**config.mk**
```make
export PLATFORM = sky130hd
export DESIGN_NAME = reset_sequencer
export DESIGN_NICKNAME = d
export VERILOG_FILES = /design/src/rtl/reset_sequencer.sv
export SDC_FILE = /design/constraint.sdc
export NUM_CORES = 1
export LEC_CHECK = 0
export ABC_AREA = 1
export CORE_MARGIN = 2
export CORE_UTILIZATION = 30
export DETAILED_ROUTE_END_ITERATION = 12
export PLACE_DENSITY = 0.43
export REMOVE_ABC_BUFFERS = 1
export SYNTH_ARGS = -nofsm -noshare
export SYNTH_HDL_FRONTEND = slang
export SYNTH_SLANG_ARGS = --single-unit
export TNS_END_PERCENT = 5
```
**constraint.sdc**
```tcl
create_clock -name clk -period 4.05 [get_ports clk]
set_clock_uncertainty 0.2 [all_clocks]
set_input_delay 1.0125 -clock clk [delete_from_list [all_inputs] [get_ports clk]]
set_output_delay 1.0125 -clock clk [all_outputs]
set_load 0.02 [all_outputs]
```
**src/rtl/reset_sequencer.sv**
```systemverilog
// -----------------------------------------------------------------------------
// reset_sequencer
//   Board-level reset controller for the 65C02 system. After power-up, PLL
//   lock, a button press, a software request or a PLL loss, it releases the
//   domain resets in a fixed order: peripherals, then memory/ROM loader, then
//   CPU. It also records why the last reset sequence was started.
//
// Ports
//   clk           in   system clock
//   reset_n       in   asynchronous active-low reset
//   pll_lock      in   PLL locked (asynchronous, 2-FF synchronised)
//   btn_n         in   user reset button, active-low (asynchronous, 2-FF + debounce)
//   soft_rst_req  in   one-clock synchronous software reset request
//   periph_reset  out  peripheral domain reset, active-high
//   mem_reset     out  memory/ROM-loader reset, active-high
//   cpu_reset     out  CPU reset, active-high
//   seq_done      out  high while running with all resets released
//   rst_cause     out  last cause: 00 POR, 01 button, 10 soft, 11 PLL loss
// -----------------------------------------------------------------------------
module reset_sequencer #(
  parameter int unsigned DEBOUNCE_CYCLES = 270000,
  parameter int unsigned PERIPH_CYCLES   = 16,
  parameter int unsigned MEM_CYCLES      = 16,
  parameter int unsigned CPU_CYCLES      = 64,
  parameter int unsigned CNT_W           = 20
) (
  input  logic       clk,
  input  logic       reset_n,
  input  logic       pll_lock,
  input  logic       btn_n,
  input  logic       soft_rst_req,
  output logic       periph_reset,
  output logic       mem_reset,
  output logic       cpu_reset,
  output logic       seq_done,
  output logic [1:0] rst_cause
);

  localparam logic [1:0] CAUSE_POR  = 2'b00;
  localparam logic [1:0] CAUSE_BTN  = 2'b01;
  localparam logic [1:0] CAUSE_SOFT = 2'b10;
  localparam logic [1:0] CAUSE_PLL  = 2'b11;

  localparam logic [CNT_W-1:0] DEB_LAST    = CNT_W'(DEBOUNCE_CYCLES - 1);
  localparam logic [CNT_W-1:0] PERIPH_LAST = CNT_W'(PERIPH_CYCLES - 1);
  localparam logic [CNT_W-1:0] MEM_LAST    = CNT_W'(MEM_CYCLES - 1);
  localparam logic [CNT_W-1:0] CPU_LAST    = CNT_W'(CPU_CYCLES - 1);

  typedef enum logic [2:0] {
    ST_POR,
    ST_WAIT_LOCK,
    ST_REL_PERIPH,
    ST_REL_MEM,
    ST_REL_CPU,
    ST_RUN,
    ST_ASSERT
  } state_t;

  // ---------------------------------------------------------------------------
  // Input synchronisers. The button chain resets to "released" so that no
  // phantom press is seen while coming out of reset.
  // ---------------------------------------------------------------------------
  logic lock_ff1_q, lock_ff2_q;
  logic btn_ff1_q, btn_ff2_q;

  always_ff @(posedge clk or negedge reset_n) begin
    if (!reset_n) begin
      lock_ff1_q <= 1'b0;
      lock_ff2_q <= 1'b0;
      btn_ff1_q  <= 1'b1;
      btn_ff2_q  <= 1'b1;
    end else begin
      lock_ff1_q <= pll_lock;
      lock_ff2_q <= lock_ff1_q;
      btn_ff1_q  <= btn_n;
      btn_ff2_q  <= btn_ff1_q;
    end
  end

  logic lock_s;
  assign lock_s = lock_ff2_q;

  // ---------------------------------------------------------------------------
  // Debouncer: the accepted level follows the synchronised sample only after
  // DEBOUNCE_CYCLES consecutive samples that differ from it; any sample equal
  // to the accepted level restarts the count.
  // ---------------------------------------------------------------------------
  logic             btn_sample;
  logic             btn_pressed_q, btn_pressed_d;
  logic             btn_prev_q;
  logic [CNT_W-1:0] db_cnt_q, db_cnt_d;
  logic             btn_rise;

  assign btn_sample = ~btn_ff2_q;

  always_comb begin
    btn_pressed_d = btn_pressed_q;
    db_cnt_d      = db_cnt_q;
    if (btn_sample == btn_pressed_q) begin
      db_cnt_d = '0;
    end else if (db_cnt_q == DEB_LAST) begin
      btn_pressed_d = btn_sample;
      db_cnt_d      = '0;
    end else begin
      db_cnt_d = db_cnt_q + 1'b1;
    end
  end

  always_ff @(posedge clk or negedge reset_n) begin
    if (!reset_n) begin
      btn_pressed_q <= 1'b0;
      btn_prev_q    <= 1'b0;
      db_cnt_q      <= '0;
    end else begin
      btn_pressed_q <= btn_pressed_d;
      btn_prev_q    <= btn_pressed_q;
      db_cnt_q      <= db_cnt_d;
    end
  end

  assign btn_rise = btn_pressed_q & ~btn_prev_q;

  // ---------------------------------------------------------------------------
  // Sequencer FSM: state register
  // ---------------------------------------------------------------------------
  state_t           state_q, state_d;
  logic [CNT_W-1:0] cnt_q, cnt_d;
  logic [1:0]       pend_cause_q, pend_cause_d;

  always_ff @(posedge clk or negedge reset_n) begin
    if (!reset_n) begin
      state_q      <= ST_POR;
      cnt_q        <= '0;
      pend_cause_q <= CAUSE_POR;
    end else begin
      state_q      <= state_d;
      cnt_q        <= cnt_d;
      pend_cause_q <= pend_cause_d;
    end
  end

  // ---------------------------------------------------------------------------
  // Sequencer FSM: next state. A trigger always beats a release that would
  // happen on the same clock, so a domain never comes out of reset while a
  // fault is already pending. The cause is captured on entry to ST_ASSERT.
  // ---------------------------------------------------------------------------
  always_comb begin
    state_d      = state_q;
    cnt_d        = cnt_q;
    pend_cause_d = pend_cause_q;
    unique case (state_q)
      ST_POR: begin
        state_d = ST_WAIT_LOCK;
        cnt_d   = '0;
      end
      ST_WAIT_LOCK: begin
        if (lock_s && !btn_pressed_q) begin
          state_d = ST_REL_PERIPH;
          cnt_d   = '0;
        end
      end
      ST_REL_PERIPH, ST_REL_MEM, ST_REL_CPU: begin
        if (!lock_s) begin
          state_d      = ST_ASSERT;
          pend_cause_d = CAUSE_PLL;
        end else if (btn_pressed_q) begin
          state_d      = ST_ASSERT;
          pend_cause_d = CAUSE_BTN;
        end else if ((state_q == ST_REL_PERIPH) && (cnt_q == PERIPH_LAST)) begin
          state_d = ST_REL_MEM;
          cnt_d   = '0;
        end else if ((state_q == ST_REL_MEM) && (cnt_q == MEM_LAST)) begin
          state_d = ST_REL_CPU;
          cnt_d   = '0;
        end else if ((state_q == ST_REL_CPU) && (cnt_q == CPU_LAST)) begin
          state_d = ST_RUN;
          cnt_d   = '0;
        end else begin
          cnt_d = cnt_q + 1'b1;
        end
      end
      ST_RUN: begin
        if (!lock_s) begin
          state_d      = ST_ASSERT;
          pend_cause_d = CAUSE_PLL;
        end else if (btn_rise) begin
          state_d      = ST_ASSERT;
          pend_cause_d = CAUSE_BTN;
        end else if (soft_rst_req) begin
          state_d      = ST_ASSERT;
          pend_cause_d = CAUSE_SOFT;
        end
      end
      ST_ASSERT: begin
        state_d = ST_WAIT_LOCK;
        cnt_d   = '0;
      end
      default: begin
        state_d = ST_POR;
        cnt_d   = '0;
      end
    endcase
  end

  // ---------------------------------------------------------------------------
  // Sequencer FSM: output next-values (registered below)
  // ---------------------------------------------------------------------------
  logic       periph_q, periph_d;
  logic       mem_q, mem_d;
  logic       cpu_q, cpu_d;
  logic       done_q, done_d;
  logic [1:0] cause_q, cause_d;

  always_comb begin
    periph_d = periph_q;
    mem_d    = mem_q;
    cpu_d    = cpu_q;
    done_d   = done_q;
    cause_d  = cause_q;
    unique case (state_q)
      ST_POR, ST_WAIT_LOCK: begin
        periph_d = 1'b1;
        mem_d    = 1'b1;
        cpu_d    = 1'b1;
        done_d   = 1'b0;
      end
      ST_REL_PERIPH: if (state_d == ST_REL_MEM) periph_d = 1'b0;
      ST_REL_MEM:    if (state_d == ST_REL_CPU) mem_d = 1'b0;
      ST_REL_CPU: begin
        if (state_d == ST_RUN) begin
          cpu_d  = 1'b0;
          done_d = 1'b1;
        end
      end
      ST_RUN: ;
      ST_ASSERT: begin
        periph_d = 1'b1;
        mem_d    = 1'b1;
        cpu_d    = 1'b1;
        done_d   = 1'b0;
        cause_d  = pend_cause_q;
      end
      default: begin
        periph_d = 1'b1;
        mem_d    = 1'b1;
        cpu_d    = 1'b1;
        done_d   = 1'b0;
      end
    endcase
  end

  always_ff @(posedge clk or negedge reset_n) begin
    if (!reset_n) begin
      periph_q <= 1'b1;
      mem_q    <= 1'b1;
      cpu_q    <= 1'b1;
      done_q   <= 1'b0;
      cause_q  <= CAUSE_POR;
    end else begin
      periph_q <= periph_d;
      mem_q    <= mem_d;
      cpu_q    <= cpu_d;
      done_q   <= done_d;
      cause_q  <= cause_d;
    end
  end

  assign periph_reset = periph_q;
  assign mem_reset    = mem_q;
  assign cpu_reset    = cpu_q;
  assign seq_done     = done_q;
  assign rst_cause    = cause_q;

endmodule
```
## Word-level counts from Yosys, hierarchy flattened

Index checks and enable logic that the tools add are counted.

| storage, ports and cells | value |
|---|---|
| register bits | 57 |
| word-level logic and storage cells | 97 |
| bits of input ports | 5 |
| output and inout bits | 6 |

| operators by class | value |
|---|---|
| equality and inequality tests | 21 |
| reductions and logical operators | 18 |
| add/subtract/negate cells | 2 |
| bitwise gates (word level) | 8 |
| multiplexer cells | 33 |

Operator list:

| operator | count |
|---|---|
| $mux 20 | 8 |
| $pmux 20 s3 | 1 |
| $add 20x1->20 const B | 2 |
| $mux 3 | 9 |
| $eq 20x19->1 const B | 1 |
| $eq 20x4->1 const B | 1 |
| $eq 20x6->1 const B | 1 |
| $eq 3x3->1 const B | 5 |
| $pmux 3 s4 | 1 |
| $reduce_or 3->1 | 4 |
| $mux 2 | 5 |
| $eq 3x2->1 const B | 3 |
| $pmux 1 s2 | 4 |
| $reduce_and 2->1 | 4 |
| $not 1->1 | 7 |
| $ne 2x1->1 const B | 3 |
| $ne 2x2->1 const B | 3 |
| $logic_and 1x1->1 | 4 |
| $mux 1 | 4 |
| $ne 4x4->1 const B | 1 |
| $pmux 2 s2 | 1 |
| $reduce_and 4->1 | 1 |
| $eq 3x1->1 const B | 1 |
| $logic_not 3->1 | 1 |
| 7 further kinds | 7 |

## Logic depth before layout (Yosys ltp)

Gate-level depths: netlist (run 1).

| logic depth | value |
|---|---|
| word-level depth | 11 |
| depth in mapped cells | 14 |
| depth with buffers taken out | 14 |

## Worst setup path before layout (run 1)

No wires, ideal clock.

| path | value |
|---|---|
| kind | input port to flip-flop |
| start | input port soft_rst_req |
| end | register cpu_q, in the netlist cpu_reset |
| setup slack | 2.069 ns |
| setup time | 0.078 ns |
| required time | 3.772 ns |
| cell stages on the path | 8 |
| data arrival time | 1.703 ns |
| buffers on the path | 0 |
| cell sequence | nor3_1 -> nand3_1 -> nand2_1 -> inv_1 -> nand2_1 -> nand2_1 -> o21ai_0 -> inv_1 |

| between the ends | value |
|---|---|
| word-level cells in the longest chain between the ends | 7 |

Ends and longest elaborated chain:

| element | line | source |
|---|---|---|
| from (decl) | 31 | `input logic soft_rst_req,` |
| $mux 3 | 189 | `end else if (soft_rst_req) begin` |
| $mux 3 | 186 | `end else if (btn_rise) begin` |
| $mux 3 | 183 | `if (!lock_s) begin` |
| $pmux 3 s4 | 151 | `unique case (state_q)` |
| via state_d[0] | 126 | `state_t state_q, state_d;` |
| $eq 3x3->1 | 230 | `if (state_d == ST_RUN) begin` |
| $ne 2x1->1 (no source line) | n/a |  |
| $reduce_and 2->1 (no source line) | n/a |  |
| to (signal assigned) | 262 | `cpu_q <= cpu_d;` |
| to (decl) | 210 | `logic cpu_q, cpu_d;` |

The timed path passes the listed nets, and every way through them passes these cells.
A chain may end at the register's enable or synchronous reset.

## Worst setup path after layout (run 1)

| path | value |
|---|---|
| start | register mem_q, in the netlist mem_reset |
| end | output port mem_reset |

RTL lines:

| element | line | source |
|---|---|---|
| from (decl) | 209 | `logic mem_q, mem_d;` |
| from (signal assigned) | 261 | `mem_q <= mem_d;` |
| to (decl) | 33 | `output logic mem_reset,` |

No word-level cell between the ends.

==> results of run 1 <==
flip-flops by register name, summed over array words and instances (netlist names), 2 cells and up:
signal / flops
cnt_q: 20
db_cnt_q: 20
state_q: 3
pend_cause_q: 2
rst_cause: 2
kinds of logic after synthesis:
group / after synthesis / share of synthesized area, %
simple gates: 227 / 32.7
buf+inv: 61 / 7.95
flops: 57 / 45.7
compound gates: 34 / 6.27
xor+xnor: 22 / 6.15
fa+ha+maj: 2 / 0.799
mux: 1 / 0.359
per-stage QoR:
stage | hold slack (ns) | worst slack (ns) | total power (W)
2_1_floorplan | 0.131 | 2.07 | 0.00108
3_3_place_gp | 0.136 | 1.53 | 0.00126
3_5_place_dp | 0.135 | 1.48 | 0.00125
4_1_cts | 0.151 | 1.32 | 0.00186
5_1_grt | 0.155 | 1.30 | 0.00196
6_report | 0.150 | 1.36 | 0.00182
cells in the final DEF (no fill, tap or decap), types with 3 or more instances in the layout:
master and n:
inv_2 4, nor4_1 6, xor2_1 15, nand3_1 19, nand4_1 18, o21ai_0 13
a21oi_1 10, clkinv_2 3, xnor2_1 7, clkdlybuf4s50_1 9, dfrtp_1 52, dfstp_2 5
nand2_1 87, nor3_1 12, nor2_1 72, inv_1 53, o31ai_1 3, clkbuf_8 9
final cells by class:
type,instances,area share (%)
clock buffer,10,3.56
clock inverter,6,2.31
inverter,57,5.97
multi-input combinational,286,40.5
sequential,57,40.0
tap,136,4.75
timing repair buffer,11,2.87
worst paths after layout:
path                                endpoint  slack (ns)
worst max register to register  db_cnt_q[12]        1.90
worst min-delay path              lock_ff2_q        0.15
max in group asynchronous       db_cnt_q[17]        2.37
worst min register to register    lock_ff2_q        0.15
worst max-delay path               mem_reset        1.36
min in group asynchronous          cnt_q[15]        0.41
layer usage:
metal / share of wire (%) / vias to the layer above / track usage, %
met5: 0 / - / 0
met3: 3.6 / 9 / 6.07
met4: 1.7 / 0 / 6.11
li1: - / 1330 / -
met1: 47 / 1163 / 17.1
met2: 48 / 29 / 23.1
power by group:
| part | internal, W | total (W) | switching (W) |
|---|---|---|---|
| sequential | 0.000638 | 0.000687 | 0.0000492 |
| combinational | 0.000177 | 0.000547 | 0.000370 |
| clock | 0.000343 | 0.000587 | 0.000244 |
| total | 0.00116 | 0.00182 | 0.000663 |
==> metrics.cfg, run 1 <==
[job]
drv_cap=0

[setup_path]
arrival_ns=1.48
critical_path_class=reg -> out
end_kind=output pin
startpoint=mem_reset
path_delay_family=buffers and inverters
path_cells=clkdlybuf4s50_1
critPathMaxFanout=2
crit_path_top_delay_cell=clkdlybuf4s50_1
ff2ff_path_depth=10
cp_data_required_time_ns=2.84
path_buf_inv=1
cp-start-kind=register
r2r_start=db_cnt_q[0]
path_depth=1
max_stage_delay_ns=0.59

[synth]
synth_area_leaders=dfrtp_1, nand2_1, nor2_1
synth_common_cells=nand2_1, nor2_1, inv_1
synthMostInstantiatedCell=nand2_1
synth_top_area_cell=dfrtp_1
ys_warn_count=0
ys_types=37
synthArstFlopShare_pct=100
syn_avg_cell_area_sq_um=7.75
synth_top_area_share_pct=41.5
synth_edf_count=0
ys_ff_latch=57
syn_area_sq_mm=0.00313
yosysSeqAreaShare_pct=45.7
synthFlopType=dfrtp_1
netlist_instances=404

[hold_path]
holdPathStages=0
min_from=lock_ff1_q
hold_path.class=reg -> reg

[global_route]
grtUsageTotal_pct=14.5
grt_pass1_wl_um=12500
antenna_found_initial=0
grt_pass1_vias=2569
grt_max_degree=37
overflow=0

[timing]
setup_violations=0
timing_hold_violations_final=0
slew_viol_final=0
post-route-min-period_ns=2.69
fin_crit_sh_pct=66.5
tns_ns=0
tightest_slew_ns=0.498
relSlewSlack_pct=66.8
fmax_mhz=371
rsz0062_at_grt=false

[final_layout]
n_antenna_cell=0
finish.utilization_pct=35.0
drive_above_1_share_pct=8.90
multi_input_area_sq_mm=0.00145
nFillCells=1094
layout.nets=429
syn2layout_area_growth_pct=14.3
finalNonFillerCells=563
seq_area_sq_mm=0.00143
final_area_sq_mm=0.00358

[status]
outcome=completed

[clock_network]
ctsResizeCount=0
cts-root-buf=clkbuf_8
cts_made_buffers=9
ctsHoldBuffers=0
clkTransAtPathRegs_ns=0.07
clk_latency_ns=0.36
clockBufferDepth=2
htree_levels=3
cts_setup_buffers=0
cts_tree=built
cts.sinks=57

[place]
hpwlAfterDp_um=5150
portBuffers=10
place_area_sq_mm=0.00337
place.gp.congestion=0.797
dp.cells=547

[power]
p_leak_nw=1.58
powerDensity_mw_per_mm2=508
irDropWorstVdd_v=0.000329

[die]
pin_count=11
core_sq_mm=0.0102
die_h_um=106
initial_utilization_pct=30.6
std_cell_rows=37
dieArea_sq_mm=0.0113
fp.dieW_um=106

[routing]
dr.pass1.iters=4
drcViolationCount=0
vias=2531
wl_per_cell_um=12.5
drt_iter0_drc=98
ant_nets=0
detail_route.vias_per_cell=4.50
routed_wl_um=7010

No activity file was read; power rests on OpenSTA's default activity.
==> run 2: changes to the inputs <==
==> constraint.sdc (replaced) <==
create_clock -name clk -period 2.65 [get_ports clk]
set_clock_uncertainty 0.2 [all_clocks]
set_input_delay 0.6625 -clock clk [delete_from_list [all_inputs] [get_ports clk]]
set_output_delay 0.6625 -clock clk [all_outputs]
set_load 0.02 [all_outputs]
==> run 2 against run 1 <==
Net effect:
- sequential cell count stayed put
- setup slack worse by 1.0 ns
- count of clock-buffer cells in the layout is 1 lower
- via count is 1.9% higher
- critical path depth stayed put
- utilization is 0.50 points higher
- global-route usage is 0.74 points lower
- sequential share of layout area is 0.57 points lower
- largest cell class unchanged
- routed wire length is 2.2% lower
==> metrics.cfg, run 2 (synthesized netlist as in run 1, its figures left out) <==
[timing]
tns_ns=0  ; unchanged
setup_ws_ns=0.318  ; was 1.36 ns
post-route-min-period_ns=2.33
tightest_slew_ns=0.666  ; was 0.498 ns
holdWs_ns=0.151  ; was 0.150 ns
relSlewSlack_pct=55.6  ; was 66.8%
rsz0062_at_grt=false  ; unchanged
timing_hold_violations_final=0  ; unchanged
slew_viol_final=0  ; unchanged
fmax_mhz=429
setup_violations=0  ; unchanged
fin_crit_sh_pct=88.0

[setup_path]
cp-start-kind=register  ; unchanged
arrival_ns=1.47  ; was 1.48 ns
critPathMaxFanout=2  ; unchanged
crit_path_top_delay_cell=clkdlybuf4s50_1  ; unchanged
critical_path_class=reg -> out  ; unchanged
r2r_slack_ns=0.56  ; was 1.90 ns
max_stage_delay_ns=0.60  ; was 0.59 ns
end_kind=output pin  ; unchanged
path_delay_family=buffers and inverters  ; unchanged
path_buf_inv=1  ; unchanged
path_cells=clkdlybuf4s50_1  ; unchanged
cp_data_required_time_ns=1.79  ; was 2.84 ns

[die]
die_h_um=106  ; unchanged
initial_utilization_pct=30.6  ; unchanged
std_cell_rows=37  ; unchanged
pin_count=11  ; unchanged
core_sq_mm=0.0102  ; unchanged
dieArea_sq_mm=0.0113  ; unchanged
fp.dieW_um=106  ; unchanged

[final_layout]
syn2layout_area_growth_pct=15.9  ; was 14.3%
reg.largest.list=cnt_q (20), db_cnt_q (20), state_q (3)  ; unchanged
layout.nets=429  ; unchanged
final_cell_mix=nand2_1, nor2_1, inv_1, dfrtp_1, nand3_1  ; unchanged
n_antenna_cell=0  ; unchanged
final_area_sq_mm=0.00363  ; was 0.00358 sq mm
nFillCells=1078  ; was 1094
layout_commonest_cell=nand2_1  ; unchanged
drive_above_1_share_pct=9.13  ; was 8.90%

[routing]
ant_nets=0  ; unchanged
vias=2580  ; was 2531
dr.pass1.iters=4  ; unchanged
drt_iter0_drc=72  ; was 98
drcViolationCount=0  ; unchanged
routed_wl_um=6860  ; was 7010 um
wl_per_cell_um=12.2  ; was 12.5 um
detail_route.vias_per_cell=4.58  ; was 4.50

[clock_network]
clockBufferDepth=2  ; unchanged
cts_tree=built  ; unchanged
cts-root-buf=clkbuf_8  ; unchanged
clk_latency_ns=0.33  ; was 0.36 ns
clkTransAtPathRegs_ns=0.08  ; was 0.07 ns
cts_made_buffers=9  ; unchanged
cts_setup_buffers=0  ; unchanged
cts.sinks=57  ; unchanged
htree_levels=3  ; unchanged
ctsResizeCount=0  ; unchanged
ctsHoldBuffers=0  ; unchanged

[place]
place.gp.congestion=0.845  ; was 0.797
dp_slack_ns=0.436  ; was 1.48 ns
portBuffers=10  ; unchanged
place_area_sq_mm=0.00338  ; was 0.00337 sq mm
hpwlAfterDp_um=5140  ; was 5150 um

[job]
drv_cap=0  ; unchanged

[power]
p_leak_nw=1.61  ; was 1.58 nW
irDropWorstVdd_v=0.000356  ; was 0.000329 V
powerDensity_mw_per_mm2=805  ; was 508 mW/mm^2

[global_route]
grt_max_degree=32  ; was 37
grt_pass1_wl_um=12300  ; was 12500 um
grt_pass1_vias=2612  ; was 2569
grtUsageTotal_pct=13.7  ; was 14.5%
antenna_found_initial=0  ; unchanged
overflow=0  ; unchanged

[status]
outcome=completed  ; unchanged

[hold_path]
hold_path.class=reg -> reg  ; unchanged

[run 2: per-stage QoR]
step                      util [%]  power [W]  cells
after floorplan                  -    0.00165    400
after global placement        33.1    0.00192    547
after detailed placement      33.1    0.00192    547
after CTS                     35.5    0.00297    563
after global routing          35.5    0.00313    563
final                         35.5    0.00292    563
[run 2: final cells by class]
class / instances / area, sq um / area share [%]
clock buffers: 9 / 124 / 3.41
clock inverters: 7 / 125 / 3.44
inverters: 57 / 214 / 5.89
multi-input cells: 286 / 1450 / 40.0
flip-flops and latches: 57 / 1430 / 39.4
well taps: 136 / 170 / 4.68
repair buffers: 11 / 115 / 3.17
[run 2: path summary, 6_finish.rpt]
path | start | endpoint | cells past startpoint
worst max-delay path | mem_reset | mem_reset | 1
worst min-delay path | lock_ff1_q | lock_ff2_q | 0
worst max register to register | db_cnt_q[0] | db_cnt_q[12] | 10
worst min register to register | lock_ff1_q | lock_ff2_q | 0
max in group asynchronous | reset_n | db_cnt_q[18] | 2
min in group asynchronous | reset_n | cnt_q[16] | 1
[run 2: routing by layer]
| metal | routed length, um | track usage [%] |
|---|---|---|
| met1 | 3390 | 17.8 |
| met4 | 109 | 6.20 |
| met3 | 132 | 2.82 |
| met5 | 0 | 0 |
| met2 | 3230 | 22.1 |
[run 2: where the power goes]
group          internal, W  switching [W]  total, W
combinational     0.000272       0.000569  0.000841
clock             0.000635       0.000401   0.00104
sequential        0.000973      0.0000733   0.00105
==> run 3: changes to the inputs <==
--- a/config.mk
+++ b/config.mk
@@ -6,10 +6,12 @@
 export NUM_CORES = 1
 export LEC_CHECK = 0
 export ABC_AREA = 1
+export CELL_PAD_IN_SITES_DETAIL_PLACEMENT = 1
+export CELL_PAD_IN_SITES_GLOBAL_PLACEMENT = 2
 export CORE_MARGIN = 2
 export CORE_UTILIZATION = 30
 export DETAILED_ROUTE_END_ITERATION = 12
-export PLACE_DENSITY = 0.43
+export PLACE_DENSITY = 0.65
 export REMOVE_ABC_BUFFERS = 1
 export SYNTH_ARGS = -nofsm -noshare
 export SYNTH_HDL_FRONTEND = slang
==> run 3 against run 2 <==
Net effect:
- first-iteration DRC count is 39% higher
- critical path type unchanged
- maximum frequency is 0.44% higher
- global-route usage is 1.8 points higher
- sequential cell count stayed put
- count of clock-buffer cells in the layout stayed put
- design area is 0.62% lower
- critical endpoint unchanged
==> metrics.cfg, run 3 (synthesized netlist as in run 1, its figures left out) <==
[place]
place_area_sq_mm=0.00339  ; was 0.00338 sq mm
place.gp.congestion=0.778  ; was 0.845
portBuffers=10  ; unchanged
dp_slack_ns=0.421  ; was 0.436 ns
hpwlAfterDp_um=5900  ; was 5140 um

[global_route]
overflow=0  ; unchanged
grt_max_degree=58  ; was 32
grt_pass1_vias=2804  ; was 2612
grtUsageTotal_pct=15.5  ; was 13.7%
antenna_found_initial=0  ; unchanged
grt_pass1_wl_um=13800  ; was 12300 um

[clock_network]
cts-root-buf=clkbuf_8  ; unchanged
htree_levels=3  ; unchanged
cts_made_buffers=9  ; unchanged
clockBufferDepth=2  ; unchanged
ctsHoldBuffers=0  ; unchanged
clkTransAtPathRegs_ns=0.07  ; was 0.08 ns
cts_setup_buffers=0  ; unchanged
cts.sinks=57  ; unchanged
cts_tree=built  ; unchanged
clk_latency_ns=0.34  ; was 0.33 ns
ctsResizeCount=0  ; unchanged

[die]
core_sq_mm=0.0102  ; unchanged
initial_utilization_pct=30.6  ; unchanged
fp.dieW_um=106  ; unchanged
std_cell_rows=37  ; unchanged
dieArea_sq_mm=0.0113  ; unchanged
pin_count=11  ; unchanged
die_h_um=106  ; unchanged

[routing]
drcViolationCount=0  ; unchanged
ant_nets=0  ; unchanged
dr.pass1.iters=4  ; unchanged
routed_wl_um=7830  ; was 6860 um
drt_iter0_drc=100  ; was 72
detail_route.vias_per_cell=4.63  ; was 4.58
wl_per_cell_um=13.9  ; was 12.2 um
vias=2611  ; was 2580

[setup_path]
cp-start-kind=register  ; unchanged
arrival_ns=1.46  ; was 1.47 ns
end_kind=output pin  ; unchanged
path_delay_family=buffers and inverters  ; unchanged
critPathMaxFanout=2  ; unchanged
critical_path_class=reg -> out  ; unchanged
path_buf_inv=1  ; unchanged
max_stage_delay_ns=0.60  ; about the same
crit_path_top_delay_cell=clkdlybuf4s50_1  ; unchanged
cp_data_required_time_ns=1.79  ; about the same
path_depth=1  ; unchanged
path_cells=clkdlybuf4s50_1  ; unchanged
ff2ff_path_depth=10  ; unchanged
r2r_slack_ns=0.44  ; was 0.56 ns

[final_layout]
layout.nets=430  ; was 429
drive_above_1_share_pct=9.35  ; was 9.13%
nFillCells=1258  ; was 1078
final_area_sq_mm=0.00361  ; was 0.00363 sq mm
reg.largest.list=cnt_q (20), db_cnt_q (20), state_q (3)  ; unchanged
layout_commonest_cell=nand2_1  ; unchanged
syn2layout_area_growth_pct=15.2  ; was 15.9%
finish.utilization_pct=35.3  ; was 35.5%
n_antenna_cell=0  ; unchanged
final_cell_mix=nand2_1, nor2_1, inv_1, dfrtp_1, nand3_1  ; unchanged

[timing]
fin_crit_sh_pct=87.6  ; was 88.0%
setup_ws_ns=0.329  ; was 0.318 ns
slew_viol_final=0  ; unchanged
post-route-min-period_ns=2.32  ; was 2.33 ns
rsz0062_at_grt=false  ; unchanged
relSlewSlack_pct=72.2  ; was 55.6%
fmax_mhz=431  ; was 429 MHz
tightest_slew_ns=0.413  ; was 0.666 ns
setup_violations=0  ; unchanged
timing_hold_violations_final=0  ; unchanged
tns_ns=0  ; unchanged

[power]
p_leak_nw=1.59  ; was 1.61 nW
powerDensity_mw_per_mm2=782  ; was 805 mW/mm^2
irDropWorstVdd_v=0.000281  ; was 0.000356 V

[job]
drv_cap=0  ; unchanged

[hold_path]
hold_path.class=in -> async  ; was reg -> reg

[status]
outcome=completed  ; unchanged

## run 3: metrics by stage
step / power, W / instances / hold WS (ns)
global placement: 0.00194 / 548 / 0.132
CTS: 0.00289 / 564 / 0.114
finish: 0.00282 / 564 / 0.108
detailed placement: 0.00195 / 548 / 0.147
global route: 0.00304 / 564 / 0.131
floorplan: 0.00165 / 400 / 0.131
## run 3: final timing paths
| path | from | end |
|---|---|---|
| max reg2reg | db_cnt_q[0] | db_cnt_q[12] |
| max | mem_reset | mem_reset |
| min | reset_n | cnt_q[15] |
| min reg2reg | lock_ff1_q | lock_ff2_q |
| min in group clk | lock_ff1_q | lock_ff2_q |
| max in group asynchronous | reset_n | btn_ff2_q |
## run 3: cell type report
cell class | count | area (sq um) | area share (%)
tap | 136 | 170 | 4.71
multi-input combinational | 286 | 1450 | 40.2
sequential | 57 | 1430 | 39.7
clock buffer | 9 | 124 | 3.43
timing repair buffer | 12 | 123 | 3.40
clock inverter | 7 | 95.1 | 2.63
inverter | 57 | 214 | 5.93
## run 3: where the power goes
| part | switching (W) | leakage, nW | internal [W] |
|---|---|---|---|
| logic | 0.000581 | 0.733 | 0.000273 |
| registers | 0.0000782 | 0.753 | 0.000974 |
| clock network | 0.000386 | 0.109 | 0.000529 |
| total | 0.00105 | 1.59 | 0.00178 |
## run 3: metal layers
layer	wire, um	track usage (%)	up-vias
met5	0	0	-
met4	106	4.89	0
met1	3720	20.0	1253
met3	150	3.31	10
met2	3850	26.1	21
li1	-	-	1327
